[config.mk]
export PLATFORM = sky130hd
export DESIGN_NAME = uart_cmd_master
export DESIGN_NICKNAME = d
export VERILOG_FILES = /design/src/rtl/uart_cmd_pkg.sv /design/src/rtl/uart_cmd_master.sv
export SDC_FILE = /design/constraint.sdc
export NUM_CORES = 1
export LEC_CHECK = 0
export BUFFER_PORTS_ARGS = -buffer_cell sky130_fd_sc_hd__buf_2
export CAP_MARGIN = 20
export CORE_MARGIN = 2
export CORE_UTILIZATION = 28
export DETAILED_ROUTE_END_ITERATION = 8
export PLACE_DENSITY_LB_ADDON = 0.1
export RECOVER_POWER = 100
export SLEW_MARGIN = 5
export SYNTH_ARGS = -nofsm -noshare
export SYNTH_HDL_FRONTEND = slang
export SYNTH_SLANG_ARGS = --single-unit
[constraint.sdc]
create_clock -name clk -period 2.5 [get_ports clk]
set_clock_uncertainty 0.15 [all_clocks]
set_input_delay 0 -clock clk [delete_from_list [all_inputs] [get_ports clk]]
set_output_delay 0 -clock clk [all_outputs]
set_load 0.01 [all_outputs]
[src/rtl/uart_cmd_pkg.sv]
// Shared definitions for the 5-byte serial command protocol: opcodes, frame
// sizes and the command-master state encoding.
package uart_cmd_pkg;

  localparam logic [7:0] ADDR     = 8'h01;
  localparam logic [7:0] LOAD     = 8'h02;
  localparam logic [7:0] WRITE    = 8'h03;
  localparam logic [7:0] READ     = 8'h04;
  localparam logic [7:0] READ_REQ = 8'h05;
  localparam logic [7:0] COUNT    = 8'h06;
  localparam logic [7:0] CONST    = 8'h07;

  localparam int unsigned FRAME_BYTES = 5;
  localparam int unsigned RSP_BYTES   = 5;
  localparam int unsigned DATA_BYTES  = 4;

  typedef enum logic [2:0] {
    ST_IDLE,
    ST_SEND,
    ST_WAIT_LO,
    ST_WAIT_HI,
    ST_RECV,
    ST_DONE
  } state_t;

endpackage

[src/rtl/uart_cmd_master.sv]
// Host-side command initiator: sends opcode + 32-bit argument as 5 bytes via
// uart_tx, then gathers the 5-byte reply from uart_rx into a 32-bit result.
module uart_cmd_master #(
  parameter logic [31:0] TIMEOUT_CYCLES = 32'd2_000_000,
  parameter int unsigned RSP_BYTES      = 5
) (
  input  logic        clk,
  input  logic        rst,
  input  logic        cmd_valid,
  output logic        cmd_ready,
  input  logic [7:0]  cmd_op,
  input  logic [31:0] cmd_arg,
  output logic        rsp_valid,
  output logic [31:0] rsp_data,
  output logic        rsp_timeout,
  output logic        tx_start,
  output logic [7:0]  tx_data,
  input  logic        tx_ready,
  input  logic        rx_rcv,
  input  logic [7:0]  rx_data,
  output logic        busy
);
  import uart_cmd_pkg::*;

  localparam logic [7:0] RSP_LAST  = 8'(RSP_BYTES);
  localparam logic [7:0] DATA_LAST = 8'(DATA_BYTES);
  localparam logic [2:0] TX_LAST   = 3'(FRAME_BYTES);
  // The decision cycle and the DONE cycle use up two cycles of the budget, so
  // rsp_valid lands exactly TIMEOUT_CYCLES after the last reply strobe.
  localparam logic [31:0] TIMER_LIMIT =
      (TIMEOUT_CYCLES > 32'd2) ? TIMEOUT_CYCLES - 32'd2 : 32'd0;

  state_t      state, state_nxt;
  logic [39:0] frame;
  logic [2:0]  tx_cnt;
  logic [7:0]  rx_cnt, rx_cnt_nxt;
  logic [31:0] rsp_shift, rsp_shift_nxt;
  logic [31:0] rsp_hold;
  logic [31:0] timer;
  logic        to_flag;
  logic        rx_take;
  logic        timeout_set;

  assign tx_data     = frame[39:32];
  assign rsp_data    = (state == ST_DONE) ? rsp_shift : rsp_hold;
  assign rsp_timeout = (state == ST_DONE) && to_flag;

  // Reply bytes are taken in every non-IDLE state; early bytes can beat WAIT_HI.
  always_comb begin
    // NOTE: every always_comb output gets a default first so no path can
    // leave it unassigned and infer a latch.
    rx_take       = rx_rcv && (state != ST_IDLE);
    rx_cnt_nxt    = rx_cnt;
    rsp_shift_nxt = rsp_shift;
    if (rx_take) begin
      if (rx_cnt < DATA_LAST) rsp_shift_nxt = {rsp_shift[23:0], rx_data};
      if (rx_cnt != 8'hFF)    rx_cnt_nxt    = rx_cnt + 8'd1;
    end
  end

  always_comb begin
    state_nxt   = state;
    cmd_ready   = 1'b0;
    busy        = 1'b1;
    tx_start    = 1'b0;
    rsp_valid   = 1'b0;
    timeout_set = 1'b0;
    case (state)
      ST_IDLE: begin
        cmd_ready = 1'b1;
        busy      = 1'b0;
        if (cmd_valid) state_nxt = ST_SEND;
      end
      ST_SEND: begin
        if (tx_ready) begin
          tx_start  = 1'b1;
          state_nxt = ST_WAIT_LO;
        end
      end
      ST_WAIT_LO: begin
        if (!tx_ready) state_nxt = ST_WAIT_HI;
      end
      ST_WAIT_HI: begin
        if (tx_ready) state_nxt = (tx_cnt == TX_LAST) ? ST_RECV : ST_SEND;
      end
      ST_RECV: begin
        if (rx_cnt_nxt >= RSP_LAST) begin
          state_nxt = ST_DONE;
        end else if (!rx_take && (timer >= TIMER_LIMIT)) begin
          state_nxt   = ST_DONE;
          timeout_set = 1'b1;
        end
      end
      ST_DONE: begin
        rsp_valid = 1'b1;
        state_nxt = ST_IDLE;
      end
      default: state_nxt = ST_IDLE;
    endcase
  end

  always_ff @(posedge clk) begin
    // NOTE: registers are updated with non-blocking assignments so every
    // right-hand side sees the pre-edge value regardless of statement order.
    if (rst) begin
      state     <= ST_IDLE;
      frame     <= '0;
      tx_cnt    <= '0;
      rx_cnt    <= '0;
      rsp_shift <= '0;
      rsp_hold  <= '0;
      timer     <= '0;
      to_flag   <= 1'b0;
    end else begin
      state <= state_nxt;
      if (state == ST_IDLE) begin
        if (cmd_valid) begin
          frame     <= {cmd_op, cmd_arg};
          tx_cnt    <= '0;
          rx_cnt    <= '0;
          rsp_shift <= '0;
          timer     <= '0;
          to_flag   <= 1'b0;
        end
      end else begin
        rx_cnt    <= rx_cnt_nxt;
        rsp_shift <= rsp_shift_nxt;
        if ((state == ST_WAIT_LO) && !tx_ready) begin
          frame  <= {frame[31:0], 8'h00};
          tx_cnt <= tx_cnt + 3'd1;
        end
        // Timer restarts on every reply byte and on entry to RECV; saturates.
        if (rx_take || ((state == ST_WAIT_HI) && (state_nxt == ST_RECV))) begin
          timer <= '0;
        end else if (timer != 32'hFFFF_FFFF) begin
          timer <= timer + 32'd1;
        end
        if (timeout_set)       to_flag  <= 1'b1;
        if (state == ST_DONE)  rsp_hold <= rsp_shift;
      end
    end
  end

endmodule

After elaboration in Yosys (flattened, before gate mapping)
Cells that the tools add are included. Widths: inputs -> output; s select.

Memories kept: 0. Output and inout bits: 45. Bits in writable memories: 0. Logic and storage cells: 80. Input bits: 53. ROM bits: 0. Latch bits: 0. Bits in registers: 151.

$lt $le $gt $ge: 3. Muxes and demuxes: 37. Multipliers: 0. Add/subtract/negate cells: 3. Divide/modulo/power cells: 0. Reduce and logical (&&, ||, !) cells: 19. Eq/ne operators: 10. Bitwise operators: 0. Shift operators: 0.

Operator list (count): $mux 32 (8); $mux 40 (3); $add 32x1->32 const B (1); $ge 32x21->1 const B (1); $mux 8 (4); $ne 32x32->1 const B (1); $mux 3 (10); $pmux 3 s5 (1); $eq 3x3->1 const B (4); $mux 1 (11); $add 8x1->8 const B (1); $ge 8x3->1 const B (1); $lt 8x3->1 const B (1); $ne 8x8->1 const B (1); $reduce_bool 2->1 (4); $eq 3x2->1 const B (2); $reduce_and 2->1 (3); $reduce_bool 3->1 (2); $logic_and 1x1->1 (5); $add 3x1->3 const B (1); $eq 3x1->1 const B (1); $logic_not 3->1 (1); $reduce_and 3->1 (1); $logic_not 1->1 (2); other kinds (2) (2).

Longest topological paths before layout
Depth in word-level cells: 12. Gate-level depth with buffers: 10. Mapped depth without buffers: 7.

Worst setup path before layout
No wires, ideal clock.

Path type: register -> register. Start point: register tx_cnt[1]. End point: register timer[24]. Clock period less this slack: 2.178 ns. Arrival: 1.954 ns. Stages on the path, launching flop included: 9. Slack: 0.322 ns. Cell sequence: dfxtp_1 inv_1 ha_1 and4b_1 a2111o_1 clkbuf_1 a31oi_1 a41oi_1 a31oi_1.

Word-level cells in the longest chain between the ends: 9. Elaborated cells between the ends (all ways): 11. Classes of those cells: eq/ne (2); mux (5); reduce/logical (4).

RTL lines: from (decl) (RTL line uart_cmd_master.sv:35) `logic [2:0] tx_cnt;`; from (signal assigned) (RTL line uart_cmd_master.sv:130) `tx_cnt <= tx_cnt + 3'd1;`; $eq 3x3->1 (*) (RTL line uart_cmd_master.sv:84) `if (tx_ready) state_nxt = (tx_cnt == TX_LAST) ? ST_RECV : ST_SEND;`; $mux 3 (*) (2 in series) (RTL line uart_cmd_master.sv:84); $pmux 3 s5 (*) (RTL line uart_cmd_master.sv:68) `case (state)`; $eq 3x3->1 (*) (RTL line uart_cmd_master.sv:133) `if (rx_take || ((state == ST_WAIT_HI) && (state_nxt == ST_RECV))) begin`; $logic_and 1x1->1 (*) (RTL line uart_cmd_master.sv:133); $logic_or 1x1->1 (*) (RTL line uart_cmd_master.sv:133); $reduce_bool 3->1 (no source line) or $mux 32 (tied branches); $reduce_and 2->1 (no source line) or $mux 32 (tied branches); to (signal assigned) (RTL line uart_cmd_master.sv:136) `timer <= timer + 32'd1;`; to (decl) (RTL line uart_cmd_master.sv:39) `logic [31:0] timer;`.

Every way passes the cells marked *; elsewhere a longest branch is shown, timed or not. A chain may end at the register's enable or synchronous reset.

Worst setup path in the final report
Same ends and word-level chain as after synthesis.

==> results.toml <==
[clock_network]
clk_latency_ps = 420
clockBufferDepth = 2
cts.sinks = 151
cts_buffers = 17
clkTransAtPathRegs_ps = 70
htree_levels = 4
root_buffer = "clkbuf_16"
cts_tree = "built"

[power]
clkPwrFrac = 0.441
p_seq_frac = 0.437
power_switching_mw = 1.67
finalPower_mw = 5.85
power_frac_comb = 0.122
p_leak_nw = 3.44
cellInternalPower_mw = 4.18
max-vdd-ir-drop_uv = 389
swShare = 0.286
p_per_area_mw_per_mm2 = 648

[global_route]
grt_first_pass_wirelength_microns = 34200
grt_max_degree = 65
overflow = 0
grt_use_total = 0.159
grt_pass1_vias = 6481
antenna_found_initial = 0

[synthesis]
yosys.area_share.xor_xnor = 0.00248
syn_area_sq_mm = 0.00707
synth_top_family_by_area = "simple AND/OR/NAND/NOR gates"
yosys.area_share.adder = 0.00885
syn_nets = 960
async_reset_ff_frac = 0
synth_compound_area_frac = 0.192
yosysSeqAreaShare = 0.428
synthCells = 902
muxShareOfSynthArea = 0.00885
syn_avg_cell_area_sq_um = 7.84
synth.distinct_cells = 71
ys_warn_count = 0
synth_edf_count = 0
synth_seq_cells = 151
ys.flop_type = "dfxtp_1"
synth_simple_gate_area_share = 0.306

[floorplanning]
fp.dieArea_sq_mm = 0.0265
initial_utilization = 0.283
core-area_sq_mm = 0.0250
rows = 58
die_h_microns = 163
io_pins = 98
die_width_microns = 163

[setup_path]
cp_max_fo = 6
crit_path_start_kind = "flip-flop"
path_common_cell = "a31oi_1"
worst_path_max_delay_cell = "a31oi_1"
timing.rr.start = "tx_cnt[1]"
r2r_end = "timer[24]"
critPathKind = "flip-flop to flip-flop"
reg2reg_depth = 7
worstPathCellList = "inv_1 > ha_1 > and4b_1 > a2111o_1 > a31oi_1 > a41oi_1 > a31oi_1"
end_kind = "flip-flop"
worstPathRequired_ps = 2700
critical-path-max-stage-delay_ps = 490
reg2reg_setup_slack_ps = 140
cp.arrival_ps = 2560

[finish]
area_growth_pct = 27.7
layout-drive-gt1-share = 0.145
insertedDiodeCount = 0
layout.nets = 1100
final_cell_mix = "nand2_1 (232), dfxtp_1 (151), a21oi_1 (63)"
final_common_cell = "nand2_1"

[timing]
slew_headroom = 0.434
tns_ps = 0
worst_pin_slew_ps = 849
fmax_ghz = 0.424
rsz0062_at_grt = "false"
setup_viol = 0
timing.final.crit_period_ps = 2360
fin_crit_sh = 0.944
final-hold-violation-count = 0
report.final.slew_viol_count = 0

[min_path]
holdCritPathClass = "primary input to flip-flop"
hold_path_depth = 4
holdCritStartpoint = "rx_data[1]"
holdPathEnd = "rsp_shift[1]"

[detailed_routing]
route.detailed.drc = 0
num_vias = 6717
totalWireLength_microns = 20700
first_pass_iters = 4
drt-initial-drc-count = 369
viasPerCell = 4.85
wl_per_cell_microns = 14.9
antenna_left = 0

[placement]
place_congestion = 0.783
dp_hpwl_microns = 13800
portBuffers = 97

[job]
cap_violations = 0

[outcome]
status = "finished, final reports clean"
## critical path: cells and delay by family, from the launching register on
kind	cells	cell delay, ps
AOI/OAI and AO/OA	4	1310
DFF	1	360
and+or+nand+nor	1	240
adders and majority gates	1	180
buffers and inverters	1	50
## cells in the mapped netlist, types with 10 or more instances
library cell | n | share of area
nand2_1 | 232 | 0.12
dfxtp_1 | 151 | 0.43
a21oi_1 | 63 | 0.045
nand3_1 | 59 | 0.042
nor2_1 | 56 | 0.030
clkbuf_1 | 51 | 0.027
a311oi_1 | 36 | 0.045
and2_1 | 35 | 0.031
nor3_1 | 22 | 0.016
a31oi_1 | 13 | 0.012
o21ai_0 | 13 | 0.0092
and3_1 | 10 | 0.0089
inv_1 | 10 | 0.0053
## per-stage QoR
stage	cell area [sq um]	utilization	worst slack, ps	hold WS, ps	cells
2_1_floorplan	7070	-	322	-14.0	902
3_3_place_gp	8030	0.321	186	103	1301
3_5_place_dp	8030	0.321	155	99.3	1301
4_1_cts	9130	0.366	135	186	1385
5_1_grt	9030	0.362	3.53	201	1385
6_report	9030	0.362	141	199	1385
## routing by layer
layer | part of all wire | routed length (microns) | global-route usage
met1 | 0.50 | 10400 | 0.220
met2 | 0.44 | 9210 | 0.251
met3 | 0.039 | 803 | 0.0295
met4 | 0.012 | 248 | 0.0455
met5 | 0 | 0 | 0
## power groups by stage
stage	clock, mW	sequential (mW)	combinational (mW)
global route	2.77	2.57	0.805
detailed placement	0	2.61	0.681
CTS	2.67	2.55	0.748
finish	2.58	2.55	0.716
global placement	0	2.61	0.687
floorplan	0	2.59	0.469
## cell families (layout without fill, tap and decap cells)
group	after synthesis	in the layout
multiplexers	6	6
buffers and inverters	89	242
flip-flops	151	151
XOR/XNOR	2	2
AND/OR/NAND/NOR	459	459
adder cells (fa/ha/maj)	5	5
AO/OA/AOI/OAI	190	190
## area by class of cell
cell class / count / area (sq um)
clock buffers: 17 / 425
clock inverters: 15 / 161
fillers: 2707 / 15900
inverters: 13 / 48.8
multi-input cells: 662 / 3650
flip-flops and latches: 151 / 3020
well taps: 330 / 413
repair buffers: 197 / 1310
## repair_timing
action                    CTS  global route
resized for setup           0             0
hold endpoints to repair   69             0
buffers inserted            0             0
hold buffers               52             0
## how the worst max path moves through the flow
stage	start	endpoint	slack, ps
after floorplan	tx_cnt[1]	timer[24]	320
after global placement	tx_cnt[1]	timer[24]	190
after detailed placement	tx_cnt[1]	timer[24]	150
after CTS	tx_cnt[1]	timer[24]	130
after global routing	tx_cnt[1]	timer[24]	4
final	tx_cnt[1]	timer[24]	140
## registers in the layout, indices dropped and copies added (netlist names)
name	flops
frame	40
rsp_hold	32
rsp_shift	32
rx_cnt	8
state	3
timer	32
to_flag	1
tx_cnt	3
No activity file was read; power rests on OpenSTA's default activity.
